[src/rtl/time_set_controller.sv]
// Run/set sequencer for the digital clock: mode stepping, increment strobes, blink and idle timeout.
// Define TIME_SET_AUTO_REPEAT_EN to add hold-to-repeat increments in SET_HOUR/SET_MIN.
//
// state    | meaning
// RUN      | time advances, inc ignored, nothing blanked
// SET_HOUR | inc -> hour_inc, hour field blinks
// SET_MIN  | inc -> min_inc, minute field blinks
// SET_SEC  | inc -> sec_clear, second field blinks
module time_set_controller #(
    parameter int BLINK_CYC        = 25_000_000,
    parameter int TIMEOUT_CYC      = 500_000_000,
    parameter int REPEAT_DELAY_CYC = 25_000_000,
    parameter int REPEAT_RATE_CYC  = 5_000_000
) (
    input  logic       clk,
    input  logic       rst,
    input  logic       mode_tick,
    input  logic       inc_tick,
    input  logic       inc_level,
    output logic [1:0] mode,
    output logic       run_en,
    output logic       hour_inc,
    output logic       min_inc,
    output logic       sec_clear,
    output logic [2:0] blank
);
    localparam int BLINK_W = $clog2(BLINK_CYC);
    localparam int IDLE_W  = $clog2(TIMEOUT_CYC);
    localparam logic [BLINK_W-1:0] BLINK_LAST = BLINK_W'(BLINK_CYC - 1);
    localparam logic [IDLE_W-1:0]  IDLE_LAST  = IDLE_W'(TIMEOUT_CYC - 1);

    typedef enum logic [1:0] {
        RUN      = 2'b00,
        SET_HOUR = 2'b01,
        SET_MIN  = 2'b10,
        SET_SEC  = 2'b11
    } state_t;

    state_t               state, state_nxt;
    logic [IDLE_W-1:0]    idle_cnt, idle_nxt;
    logic [BLINK_W-1:0]   blink_cnt, blink_cnt_nxt;
    logic                 blink_phase, blink_phase_nxt;
    logic [2:0]           blank_nxt;
    logic                 timeout, entering, inc_evt, rep_strobe;

    assign timeout = (state != RUN) && (idle_cnt == IDLE_LAST);

`ifdef TIME_SET_AUTO_REPEAT_EN
    localparam int HOLD_MAX = (REPEAT_DELAY_CYC > REPEAT_RATE_CYC) ? REPEAT_DELAY_CYC : REPEAT_RATE_CYC;
    localparam int HOLD_W   = (HOLD_MAX > 2) ? $clog2(HOLD_MAX) : 1;
    localparam logic [HOLD_W-1:0] DELAY_LAST = HOLD_W'(REPEAT_DELAY_CYC - 1);
    localparam logic [HOLD_W-1:0] RATE_LAST  = HOLD_W'(REPEAT_RATE_CYC - 1);

    logic [HOLD_W-1:0] hold_cnt;
    logic              held, repeating, hold_ok;

    assign hold_ok    = inc_level && !mode_tick && !timeout && (state == SET_HOUR || state == SET_MIN);
    assign rep_strobe = hold_ok && held && (hold_cnt == (repeating ? RATE_LAST : DELAY_LAST));

    // The first held sample only arms the counter, so the delay counts whole cycles of hold.
    always_ff @(posedge clk) begin
        if (rst || !hold_ok) begin
            held      <= 1'b0;
            repeating <= 1'b0;
            hold_cnt  <= '0;
        end else if (!held) begin
            held     <= 1'b1;
            hold_cnt <= '0;
        end else if (rep_strobe) begin
            repeating <= 1'b1;
            hold_cnt  <= '0;
        end else begin
            hold_cnt <= hold_cnt + 1'b1;
        end
    end
`else
    localparam int unused_repeat_cfg = REPEAT_DELAY_CYC + REPEAT_RATE_CYC;
    logic unused_inc_level;
    assign unused_inc_level = inc_level;
    assign rep_strobe       = 1'b0;
`endif

    always_comb begin
        state_nxt = state;
        entering  = 1'b0;
        inc_evt   = 1'b0;
        if (timeout) begin
            state_nxt = RUN;
        end else if (mode_tick) begin
            state_nxt = state_t'(state + 2'd1);
            entering  = (state != SET_SEC);
        end else if (state != RUN && (inc_tick || rep_strobe)) begin
            inc_evt = 1'b1;
        end

        if (state_nxt == RUN || mode_tick || inc_tick || rep_strobe)
            idle_nxt = '0;
        else
            idle_nxt = idle_cnt + 1'b1;

        // Edits restart the blink visible so the field does not vanish mid-adjust.
        blink_cnt_nxt   = blink_cnt + 1'b1;
        blink_phase_nxt = blink_phase;
        if (state_nxt == RUN || entering || inc_evt) begin
            blink_cnt_nxt   = '0;
            blink_phase_nxt = 1'b1;
        end else if (blink_cnt == BLINK_LAST) begin
            blink_cnt_nxt   = '0;
            blink_phase_nxt = ~blink_phase;
        end

        case (state_nxt)
            SET_HOUR: blank_nxt = {~blink_phase_nxt, 2'b00};
            SET_MIN:  blank_nxt = {1'b0, ~blink_phase_nxt, 1'b0};
            SET_SEC:  blank_nxt = {2'b00, ~blink_phase_nxt};
            default:  blank_nxt = 3'b000;
        endcase
    end

    always_ff @(posedge clk) begin
        if (rst) begin
            state       <= RUN;
            idle_cnt    <= '0;
            blink_cnt   <= '0;
            blink_phase <= 1'b1;
            run_en      <= 1'b1;
            hour_inc    <= 1'b0;
            min_inc     <= 1'b0;
            sec_clear   <= 1'b0;
            blank       <= 3'b000;
        end else begin
            state       <= state_nxt;
            idle_cnt    <= idle_nxt;
            blink_cnt   <= blink_cnt_nxt;
            blink_phase <= blink_phase_nxt;
            run_en      <= (state_nxt == RUN);
            hour_inc    <= inc_evt && (state == SET_HOUR);
            min_inc     <= inc_evt && (state == SET_MIN);
            sec_clear   <= inc_evt && (state == SET_SEC);
            blank       <= blank_nxt;
        end
    end

    assign mode = state;

endmodule

[config.mk]
export PLATFORM = sky130hd
export DESIGN_NAME = time_set_controller
export DESIGN_NICKNAME = d
export VERILOG_FILES = /design/src/rtl/time_set_controller.sv
export SDC_FILE = /design/constraint.sdc
export NUM_CORES = 1
export LEC_CHECK = 0
export BUFFER_PORTS_ARGS = -buffer_cell sky130_fd_sc_hd__buf_2
export CORE_MARGIN = 10
export CORE_UTILIZATION = 35
export CTS_CLUSTER_SIZE = 10
export DETAILED_ROUTE_END_ITERATION = 16
export GPL_TIMING_DRIVEN = 0
export PLACE_DENSITY = 0.57
export SKIP_CTS_REPAIR_TIMING = 1
export SLEW_MARGIN = 20
export SYNTH_ARGS = -nofsm -noshare
export SYNTH_HDL_FRONTEND = slang
export SYNTH_SLANG_ARGS = --single-unit
[constraint.sdc]
create_clock -name clk -period 2.8 [get_ports clk]
set_input_delay 0.28 -clock clk [delete_from_list [all_inputs] [get_ports clk]]
set_output_delay 0.28 -clock clk [all_outputs]
set_load 0.1 [all_outputs]
# Word level (Yosys, flattened, before mapping)
# Index checks and enable logic that the tools add are counted.
dict set report totals {
  regBits 64
}
dict set report op_classes {
  n_addsub 3
  eq_ne 9
  muxes 10
  bitwise 2
  reduce_logical 13
}
# cell n
set ops {}
lappend ops {{$add A29 B1 Y29 const B} 1}
lappend ops {{$eq A29 B29 Y1 const B} 1}
lappend ops {{$add A25 B1 Y25 const B} 1}
lappend ops {{$eq A25 B25 Y1 const B} 1}
lappend ops {{$pmux W3 S3} 1}
lappend ops {{$eq A2 B2 Y1 const B} 4}
lappend ops {{$mux W1} 7}
lappend ops {{$logic_and A1 B1 Y1} 5}
lappend ops {{$eq A2 B1 Y1 const B} 2}
lappend ops {{$logic_or A1 B1 Y1} 4}
lappend ops {{$mux W2} 2}
lappend ops {{$reduce_or A3 Y1} 1}
lappend ops {{$add A2 B1 Y2 const B} 1}
lappend ops {{$logic_not A2 Y1} 1}
lappend ops {{$ne A2 B2 Y1 const B} 1}
lappend ops {{$not A1 Y1} 2}
lappend ops {{$reduce_bool A2 Y1} 1}
lappend ops {{$reduce_or A2 Y1} 1}

# Longest topological paths before layout
dict set report depth {
  ltp_word 9
  depth_mapped 9
  depth_no_buf 7
}

# Worst setup path before layout
# Ideal clock, no wire load.
dict set report synth_timing {
  path_kind {register to register}
  startpoint {reg state[0] (netlist: mode[0])}
  endpoint {reg blink_cnt[16]}
  setup_ns 0.115
  arrival_time_ns 2.922
  setup_slack_ns -0.237
  path_stages_with_launch 10
  path_buffers 2
  path_cell_list {dfxtp_1 clkbuf_1 inv_1 ha_1 nor4b_1 nand4_1 or4_1 nand3b_2 buf_4 nor2_1}
}
dict set report synth_between {
  elab_chain_len 7
}
# item line
set synth_lines {}
lappend synth_lines {{from (decl)} 39} ;# state_t state, state_nxt;
lappend synth_lines {{from (signal assigned)} 132} ;# state <= state_nxt;
lappend synth_lines {{$add A2 B1 Y2 or $reduce_bool A2 Y1 (tied branches)} {90, 46, 92}}
lappend synth_lines {{$mux W2, or another cell as far along} 89} ;# end else if (mode_tick) begin
lappend synth_lines {{$mux W2 or $mux W1 (tied branches)} {87, 92}}
lappend synth_lines {{$logic_not A2 Y1 or $mux W1 (tied branches)} {104, 89}}
lappend synth_lines {{$logic_or A1 B1 Y1 or $mux W1 (tied branches)} {104, 87}}
lappend synth_lines {{$logic_or A1 B1 Y1 *} 104} ;# if (state_nxt == RUN || entering || inc_evt) begin
lappend synth_lines {{$reduce_or A3 Y1 (no line) *} --}
lappend synth_lines {{to (signal assigned)} 134} ;# blink_cnt <= blink_cnt_nxt;
lappend synth_lines {{to (decl)} 41} ;# logic [BLINK_W-1:0] blink_cnt, blink_cnt_nxt;
# Every way passes the cells marked *; elsewhere a longest branch is shown, timed or not.
# A chain may end at the register's enable or synchronous reset.

# Worst setup path after layout
dict set report layout_timing {
  startpoint {reg state[0] (netlist: mode[0])}
  endpoint {reg idle_cnt[23]}
}
dict set report layout_between {
  elab_chain_len 7
}
# item line
set layout_lines {}
lappend layout_lines {{$add A2 B1 Y2 or $reduce_bool A2 Y1 (tied branches)} {90, 46}}
lappend layout_lines {{$mux W2 or $logic_and A1 B1 Y1 (tied branches)} {89, 46}}
lappend layout_lines {{$mux W2 *} 87} ;# if (timeout) begin
lappend layout_lines {{$logic_not A2 Y1 *} 96} ;# if (state_nxt == RUN || mode_tick || inc_tick || rep_strobe)
lappend layout_lines {{$logic_or A1 B1 Y1 * (2 in series)} 96}
lappend layout_lines {{$reduce_or A2 Y1 (no line) *} --}
lappend layout_lines {{to (signal assigned)} 133} ;# idle_cnt <= idle_nxt;
lappend layout_lines {{to (decl)} 40} ;# logic [IDLE_W-1:0] idle_cnt, idle_nxt;
# Marks and branches as above.

==> out/results.tsv <==
stage	metric	value	unit
die	top-level I/O count	14	
placed_design	worst slack, placed	0.006985	ns
routing	WL/cell	11.76	microns
power_and_ir_drop	Leak	0.001078	uW
logic_synthesis	Cells after Synth	321	
critical_path	slowest library cell on the worst path	o41a_1	
logic_synthesis	number of distinct library cells after synthesis	39	
cts	CTS tree	done	
power_and_ir_drop	PD cells	578.4	mW/mm^2
sta	final setup TNS	0	ns
sta	final hold viol count	0	
logic_synthesis	post-synth top area share	0.4499	
sta	worst-margin pin slew	0.9444	ns
finish	fill count	785	
logic_synthesis	Post-synth top cells	nor2_1 (66), dfxtp_1 (64), xor2_1 (32), nand3_1 (26), xnor2_1 (20)	
sta	skew final	0.01269	ns
global_route	antenna violations before repair	0	
cts	clock sink count	64	
critical_path	CP Cell Sequence	inv_1 -> ha_1 -> nor4b_1 -> nand4_1 -> o41a_1 -> nand2_2 -> buf_2 -> nor2_1	
finish	Final Net Count	353	
die	# rows	32	
sta	fmax	398.2	MHz
routing	detailed-route via count	2160	
routing	DRC viols	0	
cts	CTS clk-pin slew, worst paths	0.07	ns
routing	Final ANT Viol Nets	0	
finish	post-route cell area	0.003248	sq mm
finish	P&R area growth vs syn	14.06	%
power_and_ir_drop	Peak VDD IR	296.9	uV
run_status	run status	finished clean	
placed_design	cell area after placement	0.003033	sq mm
global_route	vias in the first global route	1946	
logic_synthesis	Yosys top cell by area	dfxtp_1	
critical_path	CP max FO	11	
sta	Hold WS	0.2956	ns
critical_path	WP buf/inv	2	
die	Chip Height	110.2	microns
critical_path	endpoint type of the worst setup path	flip-flop	
routing	drt pass-1 iters	4	
worst_hold_path	min-delay worst type	input port to flip-flop	
die	Die Wd	110.2	microns
logic_synthesis	Syn Std Cell Area	0.002848	sq mm
finish	share of post-route cells with drive strength above 1	0.1268	
sta	RSZ-0062 raised after global routing	false	
sta	final period demand of the worst path	2.512	ns
routing	drt first-iter violations	108	
die	initial core utilization	0.3647	
sta	final worst path period share	0.8970	
routing	Vias/cell	4.811	
logic_synthesis	top-count cell post-synth	nor2_1	
logic_synthesis	Avg Cell Area, Syn	8.871	sq um
logic_synthesis	number of synthesized flops with an enable pin	0	
logic_synthesis	share of synthesized flip-flops with an asynchronous set or reset	0	
critical_path	worst path required time	3.02	ns
job	max-cap violation count	0	
placed_design	DP Wirelength	3846	microns
global_route	first-pass GRT wire length	9280	microns
die	Core ar.	0.007807	sq mm
logic_synthesis	predominant post-synthesis flop cell	dfxtp_1	
logic_synthesis	Area contributors post-synth	dfxtp_1 (45%), xor2_1 (9.8%), nor2_1 (8.7%)	
routing	Post-Route WL	5280	microns
global_route	GRT Total Usage	0.09512	
critical_path	critical path class	flip-flop to flip-flop	
critical_path	startpoint types	flip-flop	
logic_synthesis	yosys warns	0	
critical_path	crit path DAT	2.73	ns
global_route	total grt overflow	0	
sta	fin. max-slew vios	0	
sta	final setup margin	0.2885	ns
finish	antenna cell count	0	
logic_synthesis	Post-Syn Nets	332	
global_route	largest net degree at the start of global routing	13	
critical_path	crit-path max cell delay	0.56	ns
sta	relative slew slack	0.3646	
critical_path	cell family with most CP delay	simple AND/OR/NAND/NOR gates	
placed_design	PortBufs	11	
sta	Setup-failing EPs final	0	
cts	clock latency at the later pin of the worst-skew pair	0.34	ns
cts	Root Driver	clkbuf_8	
cts	clk buf depth	2	
logic_synthesis	Synth Register Bits	64	
die	Die Area	0.01214	sq mm
cts	H-tree depth	3	
cts	CTS buffer count	9	
logic_synthesis	sequential share of the synthesized area	0.4499	
placed_design	Final Wtd Congestion	0.8001	
==> power breakdown <==
part	internal (uW)	switching [uW]	leakage [uW]	total, uW
Sequential	916	8.98	0.000517	925
Clock	502	359	0.000110	861
Combinational	22.8	69.7	0.000452	92.5
==> placed cells by master, fill, tap and decap left out, drive strengths merged, types with 2 or more instances in the layout <==
master   n
dfxtp   64
inv     11
nor4     6
and4     6
a31oi    2
nor2    68
clkinv   3
xor2    32
clkbuf  10
and3    10
nand3   26
xnor2   20
nand4   16
bufinv   2
nand2   17
nor4b    5
buf     16
and2     3
nor3     9
or4      2
or2      2
ha       6
==> cell type report <==
cell class / count / area (sq um) / area share
buffer: 6 / 40.04 / 0.01233
clock buffer: 9 / 123.9 / 0.03814
clock inverter: 7 / 95.09 / 0.02928
inverter: 10 / 37.54 / 0.01156
multi-input combinational: 240 / 1485 / 0.4572
sequential: 64 / 1284 / 0.3952
tap: 102 / 127.6 / 0.03929
timing repair buffer: 11 / 55.05 / 0.01695
==> tightest hold or removal path: cells and delay by family <==
| family | cells | cell delay [ns] |
|---|---|---|
| simple gates | 2 | 0.22 |
| buf+inv | 1 | 0.08 |
==> path summary, 6_finish.rpt <==
check / start / endpoint / slack (ns) / cells past startpoint
setup / recovery: mode[0] / idle_cnt[23] / 0.29 / 8
hold / removal: inc_tick / idle_cnt[1] / 0.30 / 3
setup reg to reg: mode[0] / idle_cnt[23] / 0.29 / 8
hold reg to reg: blink_cnt[0] / blink_cnt[0] / 0.46 / 1
==> layer usage <==
layer | track usage | vias to the layer above | share of wire
met5 | 0 | - | 0
met4 | 0.05963 | 0 | 0.023
met3 | 0.02205 | 11 | 0.033
met2 | 0.1270 | 33 | 0.41
met1 | 0.1335 | 975 | 0.54
li1 | - | 1141 | -
==> through the flow <==
stage	instances	utilization	total power (uW)
3_3_place_gp	434	0.3885	1040
4_1_cts	450	0.4165	1909
3_5_place_dp	434	0.3885	1040
6_report	449	0.4160	1879
5_1_grt	449	0.4160	1959
2_1_floorplan	321	-	1020
==> flip-flops by register name, indices dropped and copies added, names as in the netlist <==
register     count
sec_clear        1
blink_cnt       25
idle_cnt        29
hour_inc         1
mode             2
blink_phase      1
min_inc          1
run_en           1
blank            3
==> cells by family after synthesis <==
family                     after synthesis  synth area share
and+or+nand+nor                        174            0.3146
AOI/OAI and AO/OA                        8           0.02065
buffers and inverters                   17           0.02856
DFF                                     64            0.4499
adders and majority gates                6           0.02636
xor gates and xnor gates                52            0.1599
Power figures use the tool's default switching activity.
